==> config.mk <==
export PLATFORM = sky130hd
export DESIGN_NAME = cpu_sequencer
export DESIGN_NICKNAME = d
export VERILOG_FILES = /design/src/rtl/cpu_pkg.sv /design/src/rtl/branch_cond_eval.sv /design/src/rtl/cpu_sequencer.sv
export SDC_FILE = /design/constraint.sdc
export NUM_CORES = 1
export LEC_CHECK = 0
export ABC_CLOCK_PERIOD_IN_PS = 6200
export CAP_MARGIN = 20
export CORE_AREA = 4 4 81 83
export CTS_CLUSTER_SIZE = 12
export DETAILED_ROUTE_END_ITERATION = 16
export DIE_AREA = 0 0 85 87
export GPL_TIMING_DRIVEN = 0
export PLACE_DENSITY = 0.91
export SYNTH_ARGS = -nofsm -noshare
export SYNTH_HDL_FRONTEND = slang
export SYNTH_HIERARCHICAL = 1
export SYNTH_SLANG_ARGS = --single-unit
==> constraint.sdc <==
create_clock -name clk -period 6.2 [get_ports clk]
set_input_delay 1.24 -clock clk [delete_from_list [all_inputs] [get_ports clk]]
set_output_delay 1.24 -clock clk [all_outputs]
set_load 0.01 [all_outputs]
==> src/rtl/cpu_pkg.sv <==
// Shared constants, state encoding and instruction-class decode for the
// multi-cycle CPU control path.
package cpu_pkg;

  typedef enum logic [1:0] {
    FETCH = 2'd0,
    LATCH = 2'd1,
    EXEC  = 2'd2,
    WB    = 2'd3
  } state_t;

  localparam logic [3:0] RTYPE  = 4'b0000;
  localparam logic [3:0] MEM    = 4'b0100;
  localparam logic [3:0] LOAD_1 = 4'b0000;
  localparam logic [3:0] STOR_1 = 4'b0100;
  localparam logic [3:0] JCOND  = 4'b1100;
  localparam logic [3:0] CMP_1  = 4'b1011;
  localparam logic [3:0] CMPI   = 4'b1011;
  localparam logic [3:0] CMPUI  = 4'b1110;

  localparam logic [3:0] BEQ  = 4'b0000;
  localparam logic [3:0] BNEQ = 4'b0001;
  localparam logic [3:0] BGT  = 4'b0110;
  localparam logic [3:0] BLT  = 4'b0111;
  localparam logic [3:0] BLE  = 4'b1100;
  localparam logic [3:0] BGE  = 4'b1101;
  localparam logic [3:0] JUC  = 4'b1110;

  typedef struct packed {
    logic load;
    logic stor;
    logic jcond;
    logic cmp;
    logic li;
    logic alu;
  } iclass_t;

  // Anything that matches no class (format 01/10, unknown MEM sub-op) is a NOP.
  function automatic iclass_t decode_class(input logic [17:0] inst);
    iclass_t c;
    logic    fmt00;
    logic    is_mem;
    c      = '0;
    fmt00  = (inst[17:16] == 2'b00);
    is_mem = fmt00 && (inst[15:12] == MEM);
    c.load  = is_mem && (inst[7:4] == LOAD_1);
    c.stor  = is_mem && (inst[7:4] == STOR_1);
    c.jcond = is_mem && (inst[7:4] == JCOND);
    c.cmp   = fmt00 && (((inst[15:12] == RTYPE) && (inst[7:4] == CMP_1)) ||
                        (inst[15:12] == CMPI) || (inst[15:12] == CMPUI));
    c.li    = (inst[17:16] == 2'b11);
    c.alu   = fmt00 && !is_mem && !c.cmp;
    return c;
  endfunction

endpackage

==> src/rtl/branch_cond_eval.sv <==
// Combinational JCOND condition evaluator: maps a 4-bit condition code and
// the Z/L/N flags to a taken/not-taken decision.
module branch_cond_eval
  import cpu_pkg::*;
(
  input  logic [3:0] cond,
  input  logic       z,
  input  logic       l,
  input  logic       n,
  output logic       take
);

  // N is part of the flag bundle but no supported condition reads it.
  logic unused_n;
  assign unused_n = n;

  always_comb begin
    take = 1'b0;
    case (cond)
      JUC:     take = 1'b1;
      BEQ:     take = z;
      BNEQ:    take = !z;
      BGT:     take = !l && !z;
      BLT:     take = l;
      BGE:     take = !l;
      BLE:     take = l || z;
      default: take = 1'b0;
    endcase
  end

endmodule

==> src/rtl/cpu_sequencer.sv <==
// Multi-cycle fetch/latch/execute(/write-back) sequencer owning PC and IR.
// Optional retired-instruction counter enabled by CPU_SEQ_RETIRE_CNT_EN.
module cpu_sequencer
  import cpu_pkg::*;
#(
  parameter int              PC_W     = 16,
  parameter logic [PC_W-1:0] RESET_PC = '0
) (
  input  logic            clk,
  input  logic            rst_n,
  input  logic            run,
  input  logic [17:0]     imem_rdata,
  input  logic [15:0]     reg_a_data,
  input  logic            flag_z,
  input  logic            flag_l,
  input  logic            flag_n,
  output logic [PC_W-1:0] imem_addr,
  output logic [PC_W-1:0] pc,
  output logic [17:0]     ir,
  output logic            reg_we,
  output logic            flags_we,
  output logic            dmem_we,
  output logic [31:0]     retired,
  output state_t          state_dbg
);

  state_t          state, state_nxt;
  logic [PC_W-1:0] pc_nxt;
  iclass_t         cls;
  logic            take;
  logic            last_cycle;

  assign cls       = decode_class(ir);
  assign imem_addr = pc;
  assign state_dbg = state;

  branch_cond_eval u_cond (
    .cond (ir[3:0]),
    .z    (flag_z),
    .l    (flag_l),
    .n    (flag_n),
    .take (take)
  );

  // Enables come only from state and ir, so they drop as soon as reset forces FETCH.
  always_comb begin
    state_nxt  = state;
    pc_nxt     = pc;
    reg_we     = 1'b0;
    flags_we   = 1'b0;
    dmem_we    = 1'b0;
    last_cycle = 1'b0;
    case (state)
      FETCH: if (run) state_nxt = LATCH;
      LATCH: state_nxt = EXEC;
      EXEC: begin
        reg_we     = cls.li || cls.alu;
        flags_we   = cls.cmp || cls.alu;
        dmem_we    = cls.stor;
        last_cycle = !cls.load;
        pc_nxt     = (cls.jcond && take) ? PC_W'(reg_a_data) : pc + PC_W'(1);
        state_nxt  = cls.load ? WB : FETCH;
      end
      WB: begin
        reg_we     = 1'b1;
        last_cycle = 1'b1;
        state_nxt  = FETCH;
      end
      default: state_nxt = FETCH;
    endcase
  end

  always_ff @(posedge clk or negedge rst_n) begin
    if (!rst_n) begin
      state <= FETCH;
      pc    <= RESET_PC;
      ir    <= '0;
    end else begin
      state <= state_nxt;
      pc    <= pc_nxt;
      if (state == LATCH) ir <= imem_rdata;
    end
  end

`ifdef CPU_SEQ_RETIRE_CNT_EN
  logic [31:0] retired_q;

  always_ff @(posedge clk or negedge rst_n) begin
    if (!rst_n)          retired_q <= '0;
    else if (last_cycle) retired_q <= retired_q + 32'd1;
  end

  assign retired = retired_q;
`else
  logic unused_last_cycle;
  assign unused_last_cycle = last_cycle;
  assign retired = '0;
`endif

endmodule
==> reports/results.ini <==
[floorplan]
start_util_pct=42.3
dieArea_mm2=0.00740
io_pins=127
die_h_um=87
num_rows=28
die_w_um=85
coreArea_mm2=0.00585

[power_and_ir_drop]
ir_worst_vdd_v=0.000205
power.leakage_nw=1.66
p_per_area_mw_per_mm2=294

[flow_run]
maxCapViolCount=0

[worst_setup_path]
cp_slowest_cell=clkdlybuf4s50_1
cp.arrival_ns=2.43
critPathCaptureType=primary output
cp_data_required_time_ns=4.96
setup.worst_path.class=register to primary output
timing.critical_path.buf_inv=1
critPathMaxFanout=6
r2r_cells=9
startpoint_type=register
max_stage_delay_ns=0.60
worstPathCellList=or4b_4 -> or2_2 -> nor4_1 -> clkdlybuf4s50_1
critical_path_cell_count=4
path_delay_family=simple AND/OR/NAND/NOR gates

[timing]
period_minus_slack_ns=3.67
finClkSkew_ns=0.00654
tightest_slew_ns=0.818
fin_crit_sh_pct=59.1
tns_ns=0
rsz0062_at_grt=no
hold_violations=0
finalMaxSlewViolations=0
fmax_mhz=273
maxSlewHeadroom_pct=45.4
worst_slack_ns=2.53
setup_viol=0

[synthesis]
synth_cells=254
yosysWarnings=6
synth_area_leaders=dfrtp_1 (36%), buf_4 (15%), mux2_2 (7.7%)
yosysMostFrequentCell=buf_4
seq_area_frac_synth_pct=36.4
synth_commonest_cells=buf_4 (48), dfrtp_1 (36), mux2_2 (17)
synthArstFlopShare_pct=100
synth_flop_cell=dfrtp_1
synth_top_area_share_pct=36.4
synth.avg_cell_area_um2=9.74
synth.distinct_cells=47
synth_edf_count=0
netlist_area_mm2=0.00247
synth_top_area_cell=dfrtp_1
ys_ff_latch=36

[drt]
drt_iter0_markers=94
drc=0
wl_mm=6.49
via_per_inst=4.93
ant_nets=0
wl_per_cell_um=14.1
vias=2272
dr.pass1.iters=4

[clock_tree]
cts-root-buf=clkbuf_8
cts_buffer_depth=2
cts_max_level=2
clk_latency_ns=0.28
cts_buffers=5
clk_pin_slew_ns=0.07
cts_setup_buffers=0
ctsHoldBuffers=0
cts_tree=yes
clkSinkCount=36
ctsResizeCount=0

[global_routing]
grt_pass1_wl_mm=10.6
grt_max_degree=37
grt_remaining_overflow=0
grt_pass1_vias=2233
antenna_found_initial=0
track_usage_pct=17.6

[final_layout]
diodes=0
final_area_mm2=0.00370
fin_nets=426
syn2layout_area_growth_pct=49.6
drive_above_1_share_pct=23.1

[place]
place_hpwl_mm=5.07
gp_congestion=0.814
place_ws_ns=2.49
io_buffers=93
placed_area_mm2=0.00361

[worst_hold_path]
worstHoldPathType=register to register
whs_path_depth=1

[run_status]
status=finished clean

cell families after synthesis:
logic type	Yosys count	synth area share, %
xor gates and xnor gates	1	0.354
and+or+nand+nor	78	18.9
DFF	36	36.4
buffers and inverters	66	18.2
adders and majority gates	1	0.506
AOI/OAI and AO/OA	42	12.8
muxes	29	12.6
other	1	0.152
area by class of cell:
type	count	area, um^2
clock buffer	8	90.1
inverter	7	26.3
timing repair buffer	93	926
multi-input combinational	183	1240
buffer	59	424
sequential	36	901
tap	75	93.8
fill	496	2150
final timing paths:
path,from,to,slack (ns)
max in group asynchronous,rst_n,ir[1],4.63
hold / removal,ir[10],ir[10],0.52
hold reg to reg,ir[10],ir[10],0.52
min in group asynchronous,rst_n,imem_addr[10],1.05
setup reg to reg,ir[3],imem_addr[7],3.80
setup / recovery,ir[13],dmem_we,2.53
per-layer routing:
metal / part of all wire [%] / up-vias / GRT usage [%] / routed length, um
met5: 0 / - / 0 / 0
met4: 0.83 / 0 / 4.60 / 54
met3: 12 / 6 / 7.66 / 766
met2: 49 / 99 / 30.0 / 3150
met1: 39 / 1054 / 20.2 / 2520
li1: - / 1113 / - / -
flip-flops by register name, indices dropped and copies added (netlist names):
name	cells
imem_addr	16
ir	18
state_dbg	2
stage by stage:
stage,std cells,hold slack (ns),util (%),power (mW)
floorplan,285,0.551,-,0.653
global placement,453,0.489,61.8,0.903
detailed placement,453,0.507,61.7,0.923
CTS,461,0.529,63.2,1.10
global route,461,0.551,63.2,1.17
finish,461,0.521,63.2,1.09
report_power, final:
part	switching, mW	internal (mW)
clock network	0.0802	0.0907
registers	0.0986	0.300
logic	0.211	0.307
worst register-to-register path, delay by kind of cell (launching register included):
kind            cells  cell delay (ns)
simple gates        4             1.02
compound gates      2             0.33
flops               1             0.44
mux                 1             0.17
buf+inv             2             0.30
layout by cell type, fill, tap and decap left out, types with 3 or more instances in the layout:
cell type | netlist | routed
clkbuf_1 | 5 | 7
nor2_1 | 4 | 4
mux2i_1 | 12 | 12
or2_2 | 3 | 3
nand2_1 | 16 | 16
dfrtp_1 | 36 | 36
buf_6 | 3 | 3
a21oi_1 | 3 | 3
clkdlybuf4s50_1 | 0 | 92
mux2_2 | 17 | 17
and3_1 | 4 | 4
conb_1 | 1 | 32
buf_1 | 3 | 3
nor3_1 | 3 | 3
inv_1 | 7 | 7
buf_4 | 48 | 48
and2_1 | 4 | 4
nand3_1 | 11 | 11
clkbuf_8 | 0 | 6
nor4_1 | 5 | 5
a22oi_1 | 3 | 3
nand2b_1 | 3 | 3
and4_1 | 4 | 4
nand4_1 | 9 | 9
a21oi_2 | 8 | 8
o21ai_0 | 7 | 7
a2bb2oi_1 | 8 | 8
Power figures use the tool's default switching activity.
